$ cat src/rtl/seg_scan_ctrl.sv
// Time-multiplexed seven-segment scan controller with frame-boundary loading and leading-zero blanking.
// Optional digit blinking is enabled by defining SCAN_BLINK_EN.
`default_nettype none

module seg_scan_ctrl #(
    parameter int unsigned NUM_DIGITS = 8,
    parameter int unsigned SCAN_DIV   = 100000,
    parameter int unsigned BLINK_DIV  = 25
) (
    input  logic                    clk,
    input  logic                    rst,
    input  logic [NUM_DIGITS*5-1:0] frame_in,
    input  logic                    load,
    output logic                    load_ready,
    input  logic                    lz_en,
`ifdef SCAN_BLINK_EN
    input  logic [NUM_DIGITS-1:0]   blink_mask,
`endif
    output logic [NUM_DIGITS-1:0]   an,
    output logic [4:0]              code,
    output logic                    frame_tick
);

    localparam int unsigned CW = $clog2(SCAN_DIV);
    localparam int unsigned IW = $clog2(NUM_DIGITS);
    localparam logic [CW-1:0] CNT_MAX = CW'(SCAN_DIV - 1);
    localparam logic [IW-1:0] IDX_MAX = IW'(NUM_DIGITS - 1);
    localparam logic [4:0]    BLANK   = 5'b11111;

    if (NUM_DIGITS < 2 || NUM_DIGITS > 8 || SCAN_DIV < 4 || BLINK_DIV < 1) begin : g_bad_param
        $error("seg_scan_ctrl: parameter out of range");
    end

    logic [CW-1:0]                 cnt_q, cnt_d;
    logic [IW-1:0]                 idx_q, idx_d;
    logic [NUM_DIGITS-1:0]         an_q, an_d;
    logic [4:0]                    code_q, code_d;
    logic                          ft_q, ft_d;
    logic                          pend_q, pend_d;
    logic [NUM_DIGITS-1:0][4:0]    stage_q, stage_d;
    logic [NUM_DIGITS-1:0][4:0]    shadow_q, shadow_d;

    logic                          tick, wrap;
    logic [NUM_DIGITS-1:0]         lz_blank;
    logic                          lz_run;
    logic [4:0]                    disp;

    assign tick = (cnt_q == CNT_MAX);
    assign wrap = tick && (idx_q == IDX_MAX);

    // Zeros are blanked from the most significant digit down until the first
    // non-zero code; a dp-bearing zero is non-zero here, and digit 0 is never blanked.
    always_comb begin
        lz_blank = '0;
        lz_run   = 1'b1;
        for (int i = NUM_DIGITS - 1; i >= 1; i--) begin
            if (lz_run && shadow_q[i] == 5'b00000) lz_blank[i] = 1'b1;
            else                                   lz_run      = 1'b0;
        end
    end

`ifdef SCAN_BLINK_EN
    localparam int unsigned BW = $clog2(BLINK_DIV + 1);
    localparam logic [BW-1:0] BLINK_MAX = BW'(BLINK_DIV - 1);

    logic [BW-1:0] bcnt_q, bcnt_d;
    logic          phase_q, phase_d;

    always_comb begin
        bcnt_d  = bcnt_q;
        phase_d = phase_q;
        if (wrap) begin
            if (bcnt_q == BLINK_MAX) begin
                bcnt_d  = '0;
                phase_d = ~phase_q;
            end else begin
                bcnt_d  = bcnt_q + 1'b1;
            end
        end
    end

    always_ff @(posedge clk or posedge rst) begin
        if (rst) begin
            bcnt_q  <= '0;
            phase_q <= 1'b0;
        end else begin
            bcnt_q  <= bcnt_d;
            phase_q <= phase_d;
        end
    end
`endif

    always_comb begin
        disp = shadow_q[idx_q];
        if (lz_en && lz_blank[idx_q]) disp = BLANK;
`ifdef SCAN_BLINK_EN
        // Blink overrides after blanking; the anode keeps strobing.
        if (phase_q && blink_mask[idx_q]) disp = BLANK;
`endif
    end

    always_comb begin
        cnt_d    = tick ? '0 : cnt_q + 1'b1;
        idx_d    = idx_q;
        an_d     = ~(NUM_DIGITS'(1) << idx_q);
        code_d   = disp;
        ft_d     = wrap;
        stage_d  = stage_q;
        shadow_d = shadow_q;
        pend_d   = pend_q;

        // The tick cycle opens a one-clock all-off gap; the new digit and its
        // code appear together on the following edge.
        if (tick) begin
            idx_d  = (idx_q == IDX_MAX) ? '0 : idx_q + 1'b1;
            an_d   = '1;
            code_d = code_q;
        end

        if (load && !pend_q) begin
            stage_d = frame_in;
            pend_d  = 1'b1;
        end

        if (wrap && pend_q) begin
            shadow_d = stage_q;
            pend_d   = 1'b0;
        end
    end

    always_ff @(posedge clk or posedge rst) begin
        if (rst) begin
            cnt_q    <= '0;
            idx_q    <= '0;
            an_q     <= '1;
            code_q   <= BLANK;
            ft_q     <= 1'b0;
            pend_q   <= 1'b0;
            stage_q  <= {NUM_DIGITS{BLANK}};
            shadow_q <= {NUM_DIGITS{BLANK}};
        end else begin
            cnt_q    <= cnt_d;
            idx_q    <= idx_d;
            an_q     <= an_d;
            code_q   <= code_d;
            ft_q     <= ft_d;
            pend_q   <= pend_d;
            stage_q  <= stage_d;
            shadow_q <= shadow_d;
        end
    end

    assign load_ready = ~pend_q;
    assign an         = an_q;
    assign code       = code_q;
    assign frame_tick = ft_q;

endmodule

`default_nettype wire
$ cat config.mk
export PLATFORM = sky130hd
export DESIGN_NAME = seg_scan_ctrl
export DESIGN_NICKNAME = d
export VERILOG_FILES = /design/src/rtl/seg_scan_ctrl.sv
export SDC_FILE = /design/constraint.sdc
export NUM_CORES = 1
export LEC_CHECK = 0
export CAP_MARGIN = 20
export CORE_ASPECT_RATIO = 1.75
export CORE_MARGIN = 2
export CORE_UTILIZATION = 60
export CTS_CLUSTER_SIZE = 20
export DETAILED_ROUTE_END_ITERATION = 10
export PLACE_DENSITY = 0.84
export SLEW_MARGIN = 20
export SYNTH_ARGS = -nofsm -noshare
export SYNTH_HDL_FRONTEND = slang
export SYNTH_SLANG_ARGS = --single-unit
$ cat constraint.sdc
create_clock -name clk -period 6.8 [get_ports clk]
set_input_delay 2.04 -clock clk [delete_from_list [all_inputs] [get_ports clk]]
set_output_delay 2.04 -clock clk [all_outputs]
set_load 0.02 [all_outputs]
==> run_results.csv <==
group,metric,value,unit
outcome,status,"completed",
grt,grt_max_degree,63,
worst_setup_path,slowest_stage,"clkdlybuf4s50_1",
timing,setup_violations,0,
timing,fmax,278.7,MHz
routing,firstDrtPassIters,4,
timing,tightest_slew,1041,ps
power,p_seq_share,45.8,%
synthesis,async_flop_share,100.0,%
timing,skew,8.240,ps
power,internal-power,1.332,mW
worst_setup_path,cp.required,4760,ps
timing,rsz0062_at_grt,"false",
power,clockPowerShare,49.9,%
place,dp_hpwl,6662,um
synthesis,synth_top_flop_cell,"dfstp_2",
synthesis,synth_seq_area_share,57.48,%
grt,grt_usage,23.47,%
worst_setup_path,reg2reg_from,"cnt_q[0]$_DFF_PP0_",
grt,grt_pass1_vias,3349,
cts,cts_root_buffer,"clkbuf_16",
synthesis,synth_fp_nets,409,
cts,cts_resized,0,
synthesis,syn-cell-area,0.005209,mm^2
floorplanning,die_x,74.43,um
floorplanning,start_util,60.86,%
routing,wl_per_cell,17.64,um
worst_setup_path,end_kind,"output pin",
worst_setup_path,startpoint,"code[3]$_DFFE_PP1N_",
floorplanning,die_h,127.3,um
worst_setup_path,crit_type,"flop to output pin",
cts,htreeDepth,4,
power,p_sw,0.3267,mW
synthesis,ys_warn_count,0,
cts,numCtsBuffers,17,
cells_and_area,final_nets,473,
cts,cts_tree,"built",
place,place.gp.congestion,0.8332,
cells_and_area,finalNonFillerCells,552,
worst_setup_path,path_cells,"clkdlybuf4s50_1",
timing,finalSetupTns,0,ps
routing,drc,0,
cts,cts_buffer_depth,2,
worst_hold_path,min_path_type,"flop to flop",
worst_setup_path,worstPathArrival,1550,ps
grt,antenna_found_initial,0,
worst_setup_path,worstPathMaxFanout,2,
synthesis,synth_edf_count,0,
worst_setup_path,endpoint,"code[3]",
cts,cts_num_sinks,115,
floorplanning,dieArea,0.009472,mm^2
routing,wirelength,9740,um
cts,holdBufCountCts,0,
timing,max_slew_margin,30.44,%
cts,clk_latency,410,ps
routing,num_vias,3087,
timing,fin_crit,3588,ps
place,place_inst,520,
timing,drv_slew,0,
worst_setup_path,cp.depth,1,
synthesis,synth_cells,358,
cts,clk_pin_slew,50,ps
power,ir_drop,0.0002272,V
routing,via_per_inst,5.592,
synthesis,post_synth.cell_area_avg,14.55,um^2
worst_setup_path,r2r_slack,4090,ps
grt,grt_pass1_wl,16530,um
flow_run,max-cap-violations,0,
worst_setup_path,worst_path_largest_cell_delay,600,ps
timing,hold_violations,0,
power,leakagePower,2.717,nW
worst_setup_path,r2r-end,"shadow_q[4]$_DFFE_PP1P_",
worst_setup_path,ff2ff_path_depth,6,
floorplanning,core,0.008558,mm^2
power,combPwrFrac,4.2,%
cells_and_area,syn2layout_area_growth,23.28,%
routing,final_antenna_net_count,0,
grt,grt-ovfl-total,0,
synthesis,synth_seq_cells,115,
worst_setup_path,worstPathBufferInverterCount,1,
worst_setup_path,start_kind,"flop",
floorplanning,pin_count,59,
power,p_sw_share,19.70,%
synthesis,synth_cell_types,40,
place,numPortBuffers,58,
worst_setup_path,crit_family,"buffers and inverters",
power,p_per_area,258.3,mW/mm^2
timing,period_share,52.77,%
cts,cts_setup_buffers,0,
cells_and_area,final_layout_size_suffix_gt1_share,48.74,%
floorplanning,rows,45,
cells_and_area,n_antenna_cell,0,
routing,drt_iter0_drc,173,
==> placed cells by master, fill, tap and decap left out, types with 2 or more instances in the layout <==
cell type         n
clkbuf_1          8
and4_1            3
nor3_1            4
clkdlybuf4s50_1  58
mux2_2           40
mux2_4           39
buf_4             2
mux4_2           10
nor2_1           32
nand4_1           4
xnor2_1           7
dfrtp_1          22
nand3_1           8
o21ai_0           4
or4_1             4
nand4bb_1         2
dfstp_2          93
bufinv_16         2
inv_1             5
clkinv_2          4
nand2_1          22
ha_1              7
mux2i_1           5
nor4_1            7
xor2_1            7
clkbuf_16        17
==> cell type report <==
| class | count | area (um^2) |
|---|---|---|
| Inverter | 7 | 28.78 |
| Fill cell | 545 | 2137 |
| Sequential cell | 115 | 2994 |
| Multi-Input combinational cell | 221 | 2107 |
| Clock buffer | 26 | 469.2 |
| Timing Repair Buffer | 60 | 595.6 |
| Clock inverter | 6 | 80.08 |
| Tap cell | 117 | 146.4 |
==> Yosys cell counts (2+ instances only) <==
master     number  area [um^2]
nand3_1         8        40.04
clkbuf_1        8        30.03
o21ai_0         4        20.02
or4_1           4        30.03
nand2_1        22        82.58
buf_6           4        45.04
mux2_4         39        585.6
xor2_1          7        61.31
mux2i_1         5        50.05
nor4_1          7        43.79
nor3_1          4        20.02
dfrtp_1        22        550.5
inv_1           6        22.52
nand4bb_1       2        22.52
nor2_1         32        120.1
xnor2_1         7        61.31
and4_1          3        26.28
dfstp_2        93         2444
mux2_2         40        450.4
mux4_2         10        225.2
nor2b_1         2        12.51
nand4_1         4        25.02
buf_2           2        10.01
ha_1            7        87.58
==> metrics by stage <==
step | utilization (%) | worst slack (ps) | instance area [um^2] | total power, mW | hold slack [ps]
after floorplan | - | 1870 | 5209 | 0.7990 | 454.9
after global placement | 68.61 | 2923 | 5872 | 0.8355 | 468.1
after detailed placement | 68.61 | 2905 | 5872 | 0.8410 | 482.9
after CTS | 75.03 | 3199 | 6421 | 1.674 | 493.8
after global routing | 75.03 | 3175 | 6421 | 1.718 | 504.7
final | 75.03 | 3212 | 6421 | 1.658 | 489.2
==> cell families after synthesis <==
group	synth area share (%)
buf+inv	2.210
flops	57.48
mux	25.39
simple gates	9.368
fa+ha+maj	1.681
compound gates	1.514
xor+xnor	2.354
==> power groups by stage <==
stage               combinational (mW)  sequential [mW]  clock [mW]
floorplan                       0.0389            0.760           0
global route                    0.0784            0.764       0.876
finish                          0.0703            0.760       0.828
global placement                0.0678            0.768           0
CTS                             0.0719            0.761       0.842
detailed placement              0.0711            0.770           0
==> worst min path at each step <==
stage                            start                 end  slack [ps]  cells after the start
floorplan           cnt_q[0]$_DFF_PP0_  cnt_q[0]$_DFF_PP0_         450                      1
global placement    cnt_q[0]$_DFF_PP0_  cnt_q[0]$_DFF_PP0_         470                      1
detailed placement  cnt_q[0]$_DFF_PP0_  cnt_q[0]$_DFF_PP0_         480                      1
CTS                 cnt_q[0]$_DFF_PP0_  cnt_q[0]$_DFF_PP0_         490                      1
global route        cnt_q[0]$_DFF_PP0_  cnt_q[0]$_DFF_PP0_         500                      1
finish              cnt_q[0]$_DFF_PP0_  cnt_q[0]$_DFF_PP0_         490                      1
==> state kept, by name, summed over array words and instances, names as in the netlist <==
signal	flops
shadow_q	40
stage_q	40
an	8
idx_q	3
cnt_q	17
frame_tick	1
pend_q	1
code	5
==> routing by layer <==
layer	share of wire, %	global-route usage, %	vias to the layer above
met3	2.9	6.861	25
met5	0	0	-
met1	38	27.81	1583
li1	-	-	1408
met2	55	38.99	71
met4	3.2	10.08	0
(Power assumes the default switching activity.)
